==> src/rtl/snail_pattern_tx.sv <==
// snail_pattern_tx: MSB-first serial word transmitter with valid/ready load and "11"-pair hit count; ports clk, rst, data_in, load_valid, load_ready, sdo, bit_valid, busy, done, expected_hits; SNAIL_TX_GAP_EN adds a DIV-cycle zero guard after each word
module snail_pattern_tx #(
  parameter int unsigned WIDTH = 8,
  parameter int unsigned DIV = 1
) (
  input  logic                     clk,
  input  logic                     rst,
  input  logic [WIDTH-1:0]         data_in,
  input  logic                     load_valid,
  output logic                     load_ready,
  output logic                     sdo,
  output logic                     bit_valid,
  output logic                     busy,
  output logic                     done,
  output logic [$clog2(WIDTH)-1:0] expected_hits
);
  localparam int unsigned HW = $clog2(WIDTH);
  localparam int unsigned DW = DIV > 1 ? $clog2(DIV) : 1;
  localparam logic [DW-1:0] DIV_LAST = DW'(DIV - 1);
  localparam logic [HW-1:0] BIT_LAST = HW'(WIDTH - 1);
`ifdef SNAIL_TX_GAP_EN
  typedef enum logic [1:0] {IDLE, SHIFT, GAP} state_t;
`else
  typedef enum logic [1:0] {IDLE, SHIFT} state_t;
`endif
  state_t           state_q;
  logic [WIDTH-1:0] sh_q;
  logic [DW-1:0]    div_q;
  logic [HW-1:0]    bit_q;
  logic [HW-1:0]    hits_q;
  logic [HW-1:0]    hits_d;
  logic             done_q;
  always_comb begin
    hits_d = '0;
    for (int i = 0; i < int'(WIDTH) - 1; i++) hits_d = hits_d + HW'(data_in[i] & data_in[i+1]);
  end
  always_ff @(posedge clk) begin
    if (rst) begin
      state_q <= IDLE;
      sh_q    <= '0;
      div_q   <= '0;
      bit_q   <= '0;
      hits_q  <= '0;
      done_q  <= 1'b0;
    end else begin
      done_q <= 1'b0;
      case (state_q)
        IDLE: if (load_valid) begin
          sh_q    <= data_in;
          hits_q  <= hits_d;
          div_q   <= '0;
          bit_q   <= '0;
          state_q <= SHIFT;
        end
        SHIFT: if (div_q == DIV_LAST) begin
          div_q <= '0;
          sh_q  <= {sh_q[WIDTH-2:0], 1'b0};
          bit_q <= bit_q + 1'b1;
          if (bit_q == BIT_LAST) begin
`ifdef SNAIL_TX_GAP_EN
            state_q <= GAP;
`else
            state_q <= IDLE;
            done_q  <= 1'b1;
`endif
          end
        end else div_q <= div_q + 1'b1;
`ifdef SNAIL_TX_GAP_EN
        GAP: if (div_q == DIV_LAST) begin
          div_q   <= '0;
          state_q <= IDLE;
          done_q  <= 1'b1;
        end else div_q <= div_q + 1'b1;
`endif
        default: state_q <= IDLE;
      endcase
    end
  end
  assign load_ready    = state_q == IDLE;
  assign busy          = state_q != IDLE;
  assign bit_valid     = state_q != IDLE;
  assign sdo           = state_q == SHIFT && sh_q[WIDTH-1];
  assign done          = done_q;
  assign expected_hits = hits_q;
endmodule
==> config.mk <==
export PLATFORM = sky130hd
export DESIGN_NAME = snail_pattern_tx
export DESIGN_NICKNAME = d
export VERILOG_FILES = /design/src/rtl/snail_pattern_tx.sv
export SDC_FILE = /design/constraint.sdc
export NUM_CORES = 1
export LEC_CHECK = 0
export ABC_CLOCK_PERIOD_IN_PS = 3800
export CORE_MARGIN = 2
export CORE_UTILIZATION = 45
export CTS_CLUSTER_SIZE = 14
export DETAILED_ROUTE_END_ITERATION = 6
export PLACE_DENSITY = 0.69
export SYNTH_ARGS = -nofsm -noshare
export SYNTH_HDL_FRONTEND = slang
export SYNTH_SLANG_ARGS = --single-unit
export TNS_END_PERCENT = 5
==> constraint.sdc <==
create_clock -name clk -period 3.8 [get_ports clk]
set_clock_uncertainty 0.2 [all_clocks]
set_input_delay 0.76 -clock clk [delete_from_list [all_inputs] [get_ports clk]]
set_output_delay 0.76 -clock clk [all_outputs]
set_load 0.01 [all_outputs]
# After elaboration in Yosys (flattened, before gate mapping)
# Index checks and enable logic that the tools add are counted.
dict set report totals {
  reg_bits 18
  latch_bits 0
  ram_bits 0
  mem_bits_ro 0
  input_bits 11
  output_inout_bits 8
  elab_cells 50
  n_memories 0
}
dict set report op_classes {
  n_addsub 8
  mul 0
  n_div 0
  n_lt_le_gt_ge 0
  n_eq_ne 5
  n_shift 0
  n_mux 14
  n_bitwise 8
  n_reduce_logical 9
}
# operator count
set ops {}
lappend ops {{$mux 8} 2}
lappend ops {{$pmux 8 s2} 1}
lappend ops {{$add 3x1->3} 4}
lappend ops {{$and 1x1->1} 7}
lappend ops {{$mux 2} 3}
lappend ops {{$mux 3} 2}
lappend ops {{$ne 2x2->1 const B} 3}
lappend ops {{$pmux 3 s2} 1}
lappend ops {{$reduce_and 3->1} 2}
lappend ops {{$pmux 2 s2} 1}
lappend ops {{$reduce_and 2->1} 2}
lappend ops {{$reduce_bool 2->1} 2}
lappend ops {{$add 2x1->3} 1}
lappend ops {{$add 3x1->3 const B} 1}
lappend ops {{$eq 3x3->1 const B} 1}
lappend ops {{$mux 1} 3}
lappend ops {{$reduce_or 3->1} 1}
lappend ops {{$add 1x1->2} 1}
lappend ops {{$eq 2x1->1 const B} 1}
lappend ops {{$logic_not 2->1} 1}
lappend ops {{$pmux 1 s2} 1}
lappend ops {{$add 1x1->1 const B} 1}
lappend ops {{$logic_and 1x1->1} 1}
lappend ops {{$not 1->1} 1}

# Longest topological paths before layout
# Gate-level depths: netlist (run 1).
dict set report logic_depth {
  word_depth 7
  ltp_mapped 9
  ltp_nobuf 9
}

# Worst setup path before layout (run 1)
# Ideal clock, no wire load.
dict set report synth_timing {
  path_kind {input port to flip-flop}
  from {in data_in[0]}
  to {reg hits_q[1] (netlist: expected_hits[1])}
  setup_ns 0.117
  arrival_time_ns 3.029
  required_time_ns 3.483
  path_slack_ns 0.453
  stages 9
  n_path_buf 0
  path_cell_list {and2_1 > fa_1 > fa_1 > inv_1 > fa_1 > inv_1 > fa_1 > mux2i_1 > nor2_1}
}
dict set report synth_via {
  elab_chain_cells 7
}
# element line
set synth_rtl {}
lappend synth_rtl {{start: declaration} 8} ;# input logic [WIDTH-1:0] data_in,
lappend synth_rtl {{$and 1x1->1} 35} ;# for (int i = 0; i < int'(WIDTH) - 1; i++) hits_d = hits_d + HW'(data_in[i] & data_in[i+1]);
lappend synth_rtl {{$add 1x1->2} 35}
lappend synth_rtl {{$add 2x1->3} 35}
lappend synth_rtl {{$add 3x1->3 (4 in series)} 35}
lappend synth_rtl {{net hits_d[1]} 31} ;# logic [HW-1:0] hits_d;
lappend synth_rtl {{end signal: assignment} 50} ;# hits_q <= hits_d;
lappend synth_rtl {{end: declaration} 30} ;# logic [HW-1:0] hits_q;
# The timed path passes the listed nets, and every way through them passes these cells.
# A chain may end at the register's enable or synchronous reset.

# Worst setup path in the final report (run 1)
# Ends and elaborated chain as after synthesis.

==> results of run 1 <==
## cell usage after synthesis (all sizes together)
cell	count
nand2	2
nor3	1
mux2i	10
a211oi	9
inv	4
a21oi	3
nor3b	4
buf	5
fa	4
ha	2
and2	6
dfxtp	16
clkbuf	1
and2b	1
nor2	14
## through the flow
step                      std cells  setup slack, ns  power (mW)  cell area [sq um]
after floorplan                  82           0.4534      0.2375              800.8
after global placement          123         -0.05003      0.2678               1005
after detailed placement        123          -0.1389      0.2723               1005
after CTS                       127           0.1074      0.3827               1041
after global routing            127          0.04614      0.4049               1041
final                           127           0.1484      0.3782               1041
## routing by layer
| layer | wire [um] | up-vias |
|---|---|---|
| li1 | - | 316 |
| met1 | 685 | 294 |
| met2 | 757 | 14 |
| met3 | 49 | 2 |
| met4 | 22 | 0 |
| met5 | 0 | - |
## report_power, final
part	total (mW)	switching, mW	internal (mW)
Clock	0.111	0.0528	0.0582
Sequential	0.187	0.00800	0.179
Combinational	0.0798	0.0367	0.0431
## cell families (layout without fill, tap and decap cells)
logic type                 Yosys count  in the layout  synth area share [%]
adders and majority gates            6              6                 13.12
DFF                                 16             16                 40.00
muxes                               10             10                 12.50
and+or+nand+nor                     28             28                 17.50
buffers and inverters               10             30                 6.561
AOI/OAI and AO/OA                   12             12                 10.31
## final timing paths
check | to | startpoint
max | expected_hits[1] | data_in[0]
max reg2reg | sh_q[7] | state_q[0]
min reg2reg | sh_q[2] | sh_q[1]
min | sh_q[2] | sh_q[1]
## flip-flops by register name, summed over array words and instances (netlist names)
register,cells
bit_q,3
expected_hits,3
state_q,1
sh_q,8
done,1
## area by class of cell
type / count / area (sq um)
Fill cell: 152 / 666.9
Tap cell: 25 / 31.28
Multi-Input combinational cell: 56 / 427.9
Clock buffer: 4 / 36.28
Inverter: 4 / 15.01
Sequential cell: 16 / 320.3
Timing Repair Buffer: 22 / 210.2
## critical path, stage by stage
cell             delay, ns
clkdlybuf4s50_1       0.42
and2_1                0.18
fa_1                  0.50
fa_1                  0.54
inv_1                 0.05
fa_1                  0.40
inv_1                 0.08
fa_1                  0.42
mux2i_1               0.17
nor2_1                0.07
==> impl_metrics.env, run 1 <==
export IMPL_status="finished, final reports clean"
export IMPL_placement_io_buffers=18
export IMPL_place_gp_congestion=0.7533
export IMPL_hpwl_um=1132
export IMPL_avgRoutedWirePerCell_um=11.92
export IMPL_die_w_um=46.19
export IMPL_grtUsageTotal_pct=16.96
export IMPL_synth_top_cell_area_share_pct=40.00
export IMPL_ir_drop_uv=222.7
export IMPL_final_cell_mix="clkdlybuf4s50_1, dfxtp_1, nor2_1"
export IMPL_die_h_um=46.19
export IMPL_drive_above_1_share_pct=7.843
export IMPL_numCtsBuffers=3
export IMPL_wl_um=1514
export IMPL_min_path_cells=2
export IMPL_rows=15
export IMPL_h_tree_depth=1
export IMPL_leakagePower_nw=0.4403
export IMPL_postRouteAntennaNets=0
export IMPL_cts_hold_buf=0
export IMPL_power_density_mw_per_mm2=363.3
export IMPL_worstSetupEndpointType="register"
export IMPL_syn_area_sq_um=800.8
export IMPL_antenna_found_initial=0
export IMPL_fin_nets=120
export IMPL_ctsLongestPathBuffers=2
export IMPL_path_clk_slew_ns=0.10
export IMPL_yosysUniqueCellTypes=17
export IMPL_tns_ns=0
export IMPL_finalSetupViolations=0
export IMPL_via_per_inst=4.929
export IMPL_reg2reg_slack_ns=2.32
export IMPL_post_cts_setup_buffers=0
export IMPL_met2_usage_pct=27.78
export IMPL_cts_sinks=16
export IMPL_grt_pass1_vias=599
export IMPL_grt_max_degree=17
export IMPL_utilization_pct=60.95
export IMPL_hold_slack_ns=0.2816
export IMPL_syn2layout_area_growth_pct=30.00
export IMPL_cts_root_buf="clkbuf_4"
export IMPL_avgSynthCellArea_sq_um=9.765
export IMPL_fin_crit_ns=3.652
export IMPL_gr_usage_met3_pct=3.922
export IMPL_vias=626
export IMPL_reg2reg_depth=3
export IMPL_min_path_type="register to register"
export IMPL_ctsResizeCount=0
export IMPL_synth_area_leaders="dfxtp_1, mux2i_1, fa_1"
export IMPL_finalCritPeriodShare_pct=96.09
export IMPL_cp_max_fo=2
export IMPL_coreArea_sq_mm=0.001708
export IMPL_drc=0
export IMPL_busiest_layer="met2"
export IMPL_path_class="primary input to register"
export IMPL_dieArea_sq_mm=0.002133
export IMPL_yosysWarnings=0
export IMPL_yosysSeqAreaShare_pct=40.00
export IMPL_grt_setup_unrepaired="false"
export IMPL_maxCapViolations=0
export IMPL_initial_utilization_pct=46.89
export IMPL_gr_total_overflow=0
export IMPL_cts_tree="yes"
export IMPL_layout_commonest_cell="clkdlybuf4s50_1"
export IMPL_drv_slew=0
export IMPL_dr_pass1_iters=4
export IMPL_n_antenna_cell=0
export IMPL_fmax_ghz=0.2739
export IMPL_insertion_delay_ns=0.28
export IMPL_grtUsageMet1_pct=20.53
export IMPL_yosys_area_top_type="dfxtp_1"
export IMPL_first_iter_violations=7
export IMPL_relSlewSlack_pct=60.52
export IMPL_required_ns=3.75
export IMPL_syn_nets=99
export IMPL_cp_data_arrival_time_ns=3.60
export IMPL_synthCells=82
export IMPL_grt_pass1_wl_um=2484
export IMPL_ys_ff_latch=16
export IMPL_ios=19
export IMPL_worstMarginPinSlew_ns=0.5903
export IMPL_cp_start_kind="primary input"
export IMPL_finalHoldViolations=0
Note: power is estimated with default switching activity, not from simulation.
==> run 2: changes to the inputs <==
Settings changed: SLEW_MARGIN set to 15.
==> results of run 2 <==
The final DEF is identical to that of run 1; final timing and power are the same.
==> run 3: changes to the inputs <==
Settings changed: SLEW_MARGIN 15 to not set.
==> results of run 3 <==
The final DEF is identical to that of run 1; final timing and power are the same.
